==> src/rtl/fpu_sequencer.sv <==
`default_nettype none
// ============================================================================
// fpu_sequencer : request/start/exec/response control for a single FPU core
// Rev 1.0
// ============================================================================
module fpu_sequencer #(
  parameter int OPW     = 2,
  parameter int TIMEOUT = 15,
  parameter int CW      = 8
) (
  input  logic           clk,
  input  logic           rst,
  input  logic           req_valid,
  input  logic [OPW-1:0] req_op,
  output logic           req_ready,
  output logic           ld_ops,
  output logic [OPW-1:0] fpu_op,
  output logic           fpu_start,
  input  logic           fpu_done,
  output logic           ld_res,
  output logic           rsp_valid,
  output logic           rsp_timeout,
  input  logic           rsp_ready,
  output logic           busy,
  output logic [7:0]     done_cnt
);

  typedef enum logic [1:0] {
    IDLE  = 2'd0,
    START = 2'd1,
    EXEC  = 2'd2,
    RESP  = 2'd3
  } state_t;

  localparam logic [CW-1:0] C_TMO_LAST = CW'(TIMEOUT - 1);

  state_t         r_state;
  state_t         w_next;
  logic [CW-1:0]  r_cnt;
  logic [OPW-1:0] r_op;
  logic           r_timeout;
  logic [7:0]     r_done_cnt;

  assign fpu_op      = r_op;
  assign rsp_timeout = r_timeout;
  assign done_cnt    = r_done_cnt;

  always_comb begin
    w_next    = r_state;
    req_ready = 1'b0;
    ld_ops    = 1'b0;
    fpu_start = 1'b0;
    ld_res    = 1'b0;
    rsp_valid = 1'b0;
    busy      = 1'b1;
    case (r_state)
      IDLE: begin
        req_ready = 1'b1;
        busy      = 1'b0;
        ld_ops    = req_valid;
        if (req_valid) w_next = START;
      end
      START: begin
        fpu_start = 1'b1;
        w_next    = EXEC;
      end
      EXEC: begin
        // A done arriving on the last allowed cycle still counts as completion
        if (fpu_done) begin
          ld_res = 1'b1;
          w_next = RESP;
        end else if (r_cnt == C_TMO_LAST) begin
          w_next = RESP;
        end
      end
      RESP: begin
        rsp_valid = 1'b1;
        if (rsp_ready) w_next = IDLE;
      end
      default: w_next = IDLE;
    endcase
  end

  always_ff @(posedge clk or negedge rst) begin
    if (!rst) begin
      r_state    <= IDLE;
      r_cnt      <= '0;
      r_op       <= '0;
      r_timeout  <= 1'b0;
      r_done_cnt <= '0;
    end else begin
      r_state <= w_next;
      case (r_state)
        IDLE: begin
          if (req_valid) r_op <= req_op;
        end
        START: begin
          r_cnt <= '0;
        end
        EXEC: begin
          if (fpu_done) begin
            r_timeout <= 1'b0;
          end else begin
            r_cnt <= r_cnt + CW'(1);
            if (r_cnt == C_TMO_LAST) r_timeout <= 1'b1;
          end
        end
        RESP: begin
          if (rsp_ready) r_done_cnt <= r_done_cnt + 8'd1;
        end
        default: ;
      endcase
    end
  end

endmodule
`default_nettype wire

==> config.mk <==
export PLATFORM = sky130hd
export DESIGN_NAME = fpu_sequencer
export DESIGN_NICKNAME = d
export VERILOG_FILES = /design/src/rtl/fpu_sequencer.sv
export SDC_FILE = /design/constraint.sdc
export NUM_CORES = 1
export LEC_CHECK = 0
export CORE_ASPECT_RATIO = 0.7
export CORE_UTILIZATION = 48
export DETAILED_ROUTE_END_ITERATION = 10
export HOLD_SLACK_MARGIN = 0.02
export PLACE_DENSITY = 0.88
export SYNTH_ARGS = -nofsm -noshare
export SYNTH_HDL_FRONTEND = slang
export SYNTH_SLANG_ARGS = --single-unit
export TNS_END_PERCENT = 100
==> constraint.sdc <==
create_clock -name clk -period 1.9 [get_ports clk]
set_input_delay 0.38 -clock clk [delete_from_list [all_inputs] [get_ports clk]]
set_output_delay 0.38 -clock clk [all_outputs]
set_load 0.05 [all_outputs]
-- Word level (Yosys, flattened, before mapping)
Index checks and enable logic that the tools add are counted.
- equal/unequal tests: 8
- shifts and indexed selects: 0
- order comparisons: 0
- divide/modulo/power cells: 0
- multiplexer cells: 16
- add/sub/neg operators: 2
- multipliers: 0
- bitwise gates (word level): 0
- reductions and logical operators: 8
- operator list (operator ; count):
    8-bit by 1-bit adder with 8-bit output (second input constant) ; 2
    8-bit one-hot mux with 2 select lines ; 1
    1-bit two-way mux ; 9
    8-bit by 4-bit == test with 1-bit output (second input constant) ; 1
    2-bit two-way mux ; 4
    8-bit two-way mux ; 1
    2-bit one-hot mux with 4 select lines ; 1
    2-bit AND reduction ; 4
    2-bit inequality test (second input constant) ; 3
    2-bit == test (second input constant) ; 2
    2-bit nonzero test ; 2
    3-bit inequality test (second input constant) ; 1
    3-bit AND reduction ; 1
    2-bit by 1-bit == test with 1-bit output (second input constant) ; 1
    2-bit logical NOT ; 1
- latch bits: 0
- bits in registers: 21
- memories kept: 0
- memory bits (writable): 0
- memory bits (read-only): 0
- input bits: 7

-- Depth between registers and ports, before layout
Gate-level depths: netlist (run 1).
- depth in word-level cells: 4
- gate-level depth with buffers: 7
- depth with buffers taken out: 6

-- Worst setup path before layout (run 1)
No wires, ideal clock.
- path type: reg-to-reg
- start point: reg r_state[0]
- end point: reg r_state[1]
- data required time: 1.773 ns
- stages on the path, launching flop included: 7
- arrival time: 2.052 ns
- clock period less this slack: 2.179 ns
- path slack: -0.279 ns
- cell sequence: dfrtp_1 inv_1 ha_1 inv_1 o22ai_1 o21ba_2 mux2_1
- longest elaborated chain between the ends: 3
- RTL lines (item ; line ; source):
    start, declared ; 37 ; state_t r_state;
    start signal, assigned ; 92 ; r_state <= w_next;
    2-bit == test or 2-bit logical NOT (tied branches) ; 56 ; case (r_state)
    3-bit inequality test (no line) or 2-bit inequality test (tied branches) ; -- ;
    3-bit AND reduction (no line) ; -- ;
Several ways; a longest one is shown, not always the timed one.
A chain may end at the register's enable or synchronous reset.

-- Worst setup path after layout (run 1)
- start point: reg r_op[0], in the netlist fpu_op[0]
- end point: out fpu_op[0]
- RTL lines (item ; line ; source):
    start, declared ; 40 ; logic [OPW-1:0] r_op;
    start signal, assigned ; 95 ; if (req_valid) r_op <= req_op;
    end, declared ; 17 ; output logic [OPW-1:0] fpu_op,
No word-level cell between the ends.

==> key figures, run 1 <==
Run status
  • Outcome: finished with violations
  • Failing checks: design-rule violations

Critical path
  • R2R Setup Slk: 0.22 ns
  • Critical Path RT: 1.52 ns
  • Critical Path, Cell by Cell: clkdlybuf4s50_1
  • CP max-delay cell: clkdlybuf4s50_1
  • CP arrival: 1.46 ns
  • Critical path peak fanout: 2
  • Worst reg2reg path depth: 6
  • Max stage delay on crit path: 0.81 ns
  • Worst Setup Start Kind: flip-flop
  • Delay-heaviest family, CP: buffers and inverters
  • RR Startpoint: r_state[1]
  • CP Buf/Inv Count: 1
  • Critical Path End Type: output port
  • Setup CP Type: flip-flop to output port
  • R2R Path End: r_state[1]

Power
  • Switching power: 1.04 mW
  • Leak pwr: 0.676 nW
  • Power per cell area: 1600 nW/um2
  • Power share of the clock group: 9.4%
  • Tot Pwr: 2.25 mW
  • Sw Ratio: 46.1%
  • Pint: 1.21 mW
  • Combinational share of power: 60.2%
  • Flop pwr share: 30.4%
  • Peak supply drop: 1.21 mV

Clocking
  • CTS Buffer Depth: 2
  • CTS Buf Count: 3
  • Clk sink count: 21
  • Clock transition at the registers of the reported paths: 0.12 ns
  • Number of H-tree levels: 1
  • Latest clock arrival within the worst-skew pair: 0.30 ns
  • CTS tree: done
  • Postcts setup bufs: 0
  • Post-CTS Hold Buffers: 0
  • Root buf cell: clkbuf_4

Floorplan
  • Chip height: 41.1 um
  • Starting Density: 53.7%
  • I/O pins: 24
  • # rows: 13
  • Std-Cell Core Area: 1950 um2
  • Die Area: 2380 um2
  • Die Wd: 57.8 um

GRT
  • Met1 Usage GRT: 21.7%
  • Met3 usage: 6.62%
  • GR Overflow Total: 0
  • Overall routing resource usage: 18.6%
  • Initial antenna violation count: 0
  • Gr busiest metal: met2
  • Pin count of the biggest net entering global routing: 22
  • First-pass GRT wire length: 3050 um
  • Vias in the first global route: 703
  • GRT met2 Usage: 32.5%

Synth
  • Most area-hungry cell type in the Yosys netlist: dfrtp_1
  • Sequential-to-total area share from yosys stat: 50.2%
  • Syn_nets: 111
  • Post-Syn Instances: 96
  • Avg Inst Size Synth: 10.9 um2
  • Post-Syn Area: 1050 um2
  • Synth top area cells: dfrtp_1 (50%), ha_1 (9.6%), xor2_1 (7.5%)
  • Yosys top cell area share: 50.2%
  • YS warnings: 0
  • Yosys reg bits: 21
  • Distinct cells, synth: 27

Final layout
  • Share of layout cells above drive strength 1: 24.2%
  • Total inserted antenna cells: 0
  • Design area: 1410 um2
  • Final Non-Filler Cells: 146
  • Layout area overhead: 34.6%
  • Nets@finish: 140

STA
  • Final worst path period need: 1.84 ns
  • Clock Skew: 0.00957 ns
  • F_max: 543 MHz
  • RSZ-0062 raised after global routing: false
  • Worst slew pin tran: 0.506 ns
  • Max-slew violation count: 0
  • Period utilization: 96.9%
  • Setup TNS: 0 ns
  • Final hold violations: 0
  • Final setup fails: 0
  • Worst slew margin: 66.2%

Placed design
  • HPWL Detailed: 1540 um
  • GPL Wtd Cong: 0.793
  • Placed cell areas: 1380 um2
  • Port Buffers: 23
  • Inst Count DP: 142

Min path
  • Worst min-delay path class: input port to async pin

Drt
  • Vias: 758
  • TritonRoute pass-1 iters: 7
  • Antenna viol nets, final: 0
  • Residual DRC count: 2
  • Starting DRT DRC Count: 18
  • Vias per inst: 5.19
  • Routed WL: 1950 um
  • Average wire per standard cell: 13.3 um

Flow run
  • Max_cap viols: 0
==> cells by family (layout without fill, tap and decap cells) <==
group / Yosys count / after routing / synth area share, %
AOI/OAI and AO/OA: 6 / 6 / 3.94
xor gates and xnor gates: 13 / 13 / 10.9
adders and majority gates: 8 / 8 / 9.56
buffers and inverters: 8 / 36 / 2.87
DFF: 21 / 21 / 50.2
muxes: 4 / 4 / 4.30
and+or+nand+nor: 36 / 36 / 18.3
==> Yosys cell counts <==
master / n
dfrtp_1: 21
nor2_1: 10
nand2_1: 9
xor2_1: 9
ha_1: 8
inv_1: 7
xnor2_1: 4
mux2_2: 3
nand3_1: 3
nand4_1: 3
and3_1: 2
o21ai_0: 2
a21oi_1: 1
and2_1: 1
and2b_1: 1
and4b_1: 1
clkbuf_1: 1
mux2_1: 1
nand2b_1: 1
nand4b_1: 1
nor2b_1: 1
nor3_2: 1
nor4_2: 1
o21ba_2: 1
o22ai_1: 1
o32a_1: 1
or2_1: 1
==> registers in the layout (all words and copies together) (netlist names) <==
name	count
r_cnt	8
rsp_timeout	1
done_cnt	8
r_state	2
fpu_op	2
==> placed cells by master, fill, tap and decap left out, drive strengths merged, types with 2 or more instances in the layout <==
cell           instances
clkdlybuf4s50          9
buf                   15
nor2                  10
dfrtp                 21
o21ai                  2
inv                    6
nand3                  3
xnor2                  4
mux2                   4
and3                   2
nand2                  9
ha                     8
nand4                  3
clkbuf                 3
xor2                   9
==> power groups by stage <==
stage / logic (mW) / clock network, mW / registers [mW]
after floorplan: 0.604 / 0 / 0.912
after global placement: 1.32 / 0 / 0.681
after detailed placement: 1.34 / 0 / 0.687
after CTS: 1.35 / 0.221 / 0.681
after global routing: 1.43 / 0.235 / 0.702
final: 1.36 / 0.212 / 0.683
==> cell type report <==
class	instances	area (um2)
Multi-Input combinational cell	67	509
Inverter	7	30.0
Tap cell	22	27.5
Clock buffer	3	22.5
Timing Repair Buffer	25	290
Clock inverter	1	5.00
Fill cell	153	542
Sequential cell	21	526
==> layer usage <==
layer | wire length [um] | part of all wire, %
met1 | 902 | 46
met2 | 882 | 45
met3 | 138 | 7.1
met4 | 22 | 1.1
met5 | 0 | 0
==> metrics by stage <==
| stage | hold WS (ns) | util [%] | setup WS (ns) |
|---|---|---|---|
| floorplan | 0.0844 | - | 0.0114 |
| detailed placement | 0.464 | 70.4 | 0.210 |
| CTS | 0.398 | 72.0 | 0.0222 |
| global route | 0.403 | 72.2 | 0.00613 |
| global placement | 0.462 | 70.4 | 0.257 |
| finish | 0.395 | 72.2 | 0.0594 |
==> timing repair <==
| action | in CTS | in global routing |
|---|---|---|
| gates cloned | 0 | 0 |
| resized for setup | 2 | 2 |
| endpoints found under the setup margin | 1 | 2 |
==> how the worst max path moves through the flow <==
stage,from,endpoint,slack (ns),depth (start not counted)
after detailed placement,rsp_ready,r_state[1],0.21,4
after global placement,fpu_done,r_state[1],0.26,4
final,fpu_op[0],fpu_op[0],0.06,1
after CTS,done_cnt[6],done_cnt[6],0.02,1
after global routing,fpu_op[0],fpu_op[0],0.006,1
after floorplan,r_state[0],r_state[1],0.01,6
(Power assumes the default switching activity.)
==> run 2, diff against run 1 <==
Settings changed: CORE_MARGIN set to 3, SKIP_CTS_REPAIR_TIMING set to 1.
==> run 2 against run 1 <==
  * The flow now finishes without violations
  * Worst setup slack better by 0.00077 ns
  * Clock-buffer cell count is 1 higher
  * Hold slack better by 0.013 ns
  * Sequential power hardly changed
  * Clock skew is 0.0068 ns lower
  * Flip-flop and latch count stayed put
  * First-iteration DRC count is 22% higher
  * Non-clock buffer count stayed put
  * Wire length is 5.8% higher
  * Combinational power hardly changed
  * Fmax hardly changed
  * Design area hardly changed
==> key figures, run 2 (synthesized netlist as in run 1, its figures left out) <==
Drt
  • Vias: 770
  • Starting DRT DRC Count: 22
  • Antenna viol nets, final: 0
  • Residual DRC count: 0
  • Vias per inst: 5.27
  • TritonRoute pass-1 iters: 4
  • Routed WL: 2060 um
  • Average wire per standard cell: 14.1 um

Clocking
  • CTS tree: done
  • Clk sink count: 21
  • CTS Buffer Depth: 2
  • Root buf cell: clkbuf_4
  • CTS Buf Count: 3
  • Number of H-tree levels: 1
  • Latest clock arrival within the worst-skew pair: 0.29 ns
  • Clock transition at the registers of the reported paths: 0.11 ns

Power
  • Peak supply drop: 1.22 mV
  • Sw Ratio: 46.1%
  • Combinational share of power: 60.2%
  • Switching power: 1.03 mW
  • Power share of the clock group: 9.4%
  • Pint: 1.21 mW
  • Leak pwr: 0.702 nW
  • Power per cell area: 1590 nW/um2
  • Flop pwr share: 30.5%

Final layout
  • Final Non-Filler Cells: 146
  • Total inserted antenna cells: 0
  • Commonest non-fill, non-tap cells in the layout: dfrtp_1 (21), nor2_1 (10), nand2_1 (9), xor2_1 (9), buf_4 (9)
  • Layout area overhead: 34.8%
  • Share of layout cells above drive strength 1: 23.4%
  • Most common cell after layout, fill and taps aside: dfrtp_1
  • Nets@finish: 140

STA
  • Final setup fails: 0
  • Worst slew pin tran: 0.514 ns
  • F_max: 544 MHz
  • Final worst path period need: 1.84 ns
  • RSZ-0062 raised after global routing: false
  • Worst hold slack: 0.408 ns
  • Final hold violations: 0
  • Max-slew violation count: 0
  • Period utilization: 96.8%
  • Clock Skew: 0.00274 ns
  • Worst slew margin: 65.7%

Floorplan
  • Starting Density: 53.7%
  • Std-Cell Core Area: 1950 um2
  • Die Wd: 61.8 um
  • Chip height: 45.1 um
  • Die Area: 2790 um2
  • # rows: 13
  • I/O pins: 24

Critical path
  • Delay-heaviest family, CP: buffers and inverters
  • Critical path peak fanout: 2
  • CP max-delay cell: clkdlybuf4s50_1
  • Setup CP Type: flip-flop to output port
  • Critical Path RT: 1.52 ns
  • CP Buf/Inv Count: 1
  • Worst Setup Start Kind: flip-flop
  • CP arrival: 1.46 ns
  • Critical Path End Type: output port
  • Critical Path, Cell by Cell: clkdlybuf4s50_1
  • Max stage delay on crit path: 0.80 ns

Placed design
  • Port Buffers: 23
  • HPWL Detailed: 1670 um
  • GPL Wtd Cong: 0.708
  • Inst Count DP: 142

GRT
  • GR Overflow Total: 0
  • Vias in the first global route: 821
  • First-pass GRT wire length: 3660 um
  • Initial antenna violation count: 0
  • Pin count of the biggest net entering global routing: 22
  • Overall routing resource usage: 17.8%

Run status
  • Outcome: completed

Min path
  • Worst min-delay path class: input port to async pin

Flow run
  • Max_cap viols: 0
run 2: cell count changes in the layout (fill, tap and decap cells not counted), sizes merged:
cell / delta
clkdlybuf4s50: -1
dlymetal6s2s: +1
clkinv: -1
clkbuf: +1
run 2: final cells by class:
class	instances	area, um2
Fill cell	142	541
Sequential cell	21	526
Multi-Input combinational cell	67	509
Timing Repair Buffer	25	293
Inverter	7	30.0
Tap cell	22	27.5
Clock buffer	4	26.3
run 2: final timing paths:
path,startpoint,endpoint,cells past startpoint,slack [ns]
worst max-delay path,fpu_op[1],fpu_op[1],1,0.06
worst min-delay path,rst,r_cnt[3],2,0.41
worst max register to register,r_state[1],r_state[1],6,0.28
worst min register to register,done_cnt[7],done_cnt[7],1,0.48
max in group asynchronous,rst,r_cnt[2],2,1.28
min in group clk,done_cnt[7],done_cnt[7],1,0.48
run 2: power groups by stage:
| stage | clock (mW) | sequential, mW | combinational [mW] |
|---|---|---|---|
| CTS | 0.215 | 0.681 | 1.36 |
| global route | 0.233 | 0.703 | 1.44 |
| finish | 0.210 | 0.683 | 1.35 |
| detailed placement | 0 | 0.690 | 1.35 |
| global placement | 0 | 0.679 | 1.32 |
| floorplan | 0 | 0.912 | 0.604 |
run 2: layer usage:
layer	wire length, um	GRT usage, %	vias up
met5	0	0	-
met4	0	0.847	0
met3	117	6.86	0
met2	1060	30.3	20
met1	877	22.6	375
li1	-	-	375
run 2: per-stage QoR:
stage	worst slack [ns]	utilization (%)	total power, mW	setup TNS (ns)	area (um2)
2_1_floorplan	0.0114	-	1.52	0	1060
3_3_place_gp	0.250	70.4	2.00	0	1380
3_5_place_dp	0.204	70.4	2.04	0	1380
4_1_cts	-0.0864	71.8	2.25	-0.0864	1400
5_1_grt	0.00228	72.3	2.38	0	1410
6_report	0.0602	72.3	2.24	0	1410
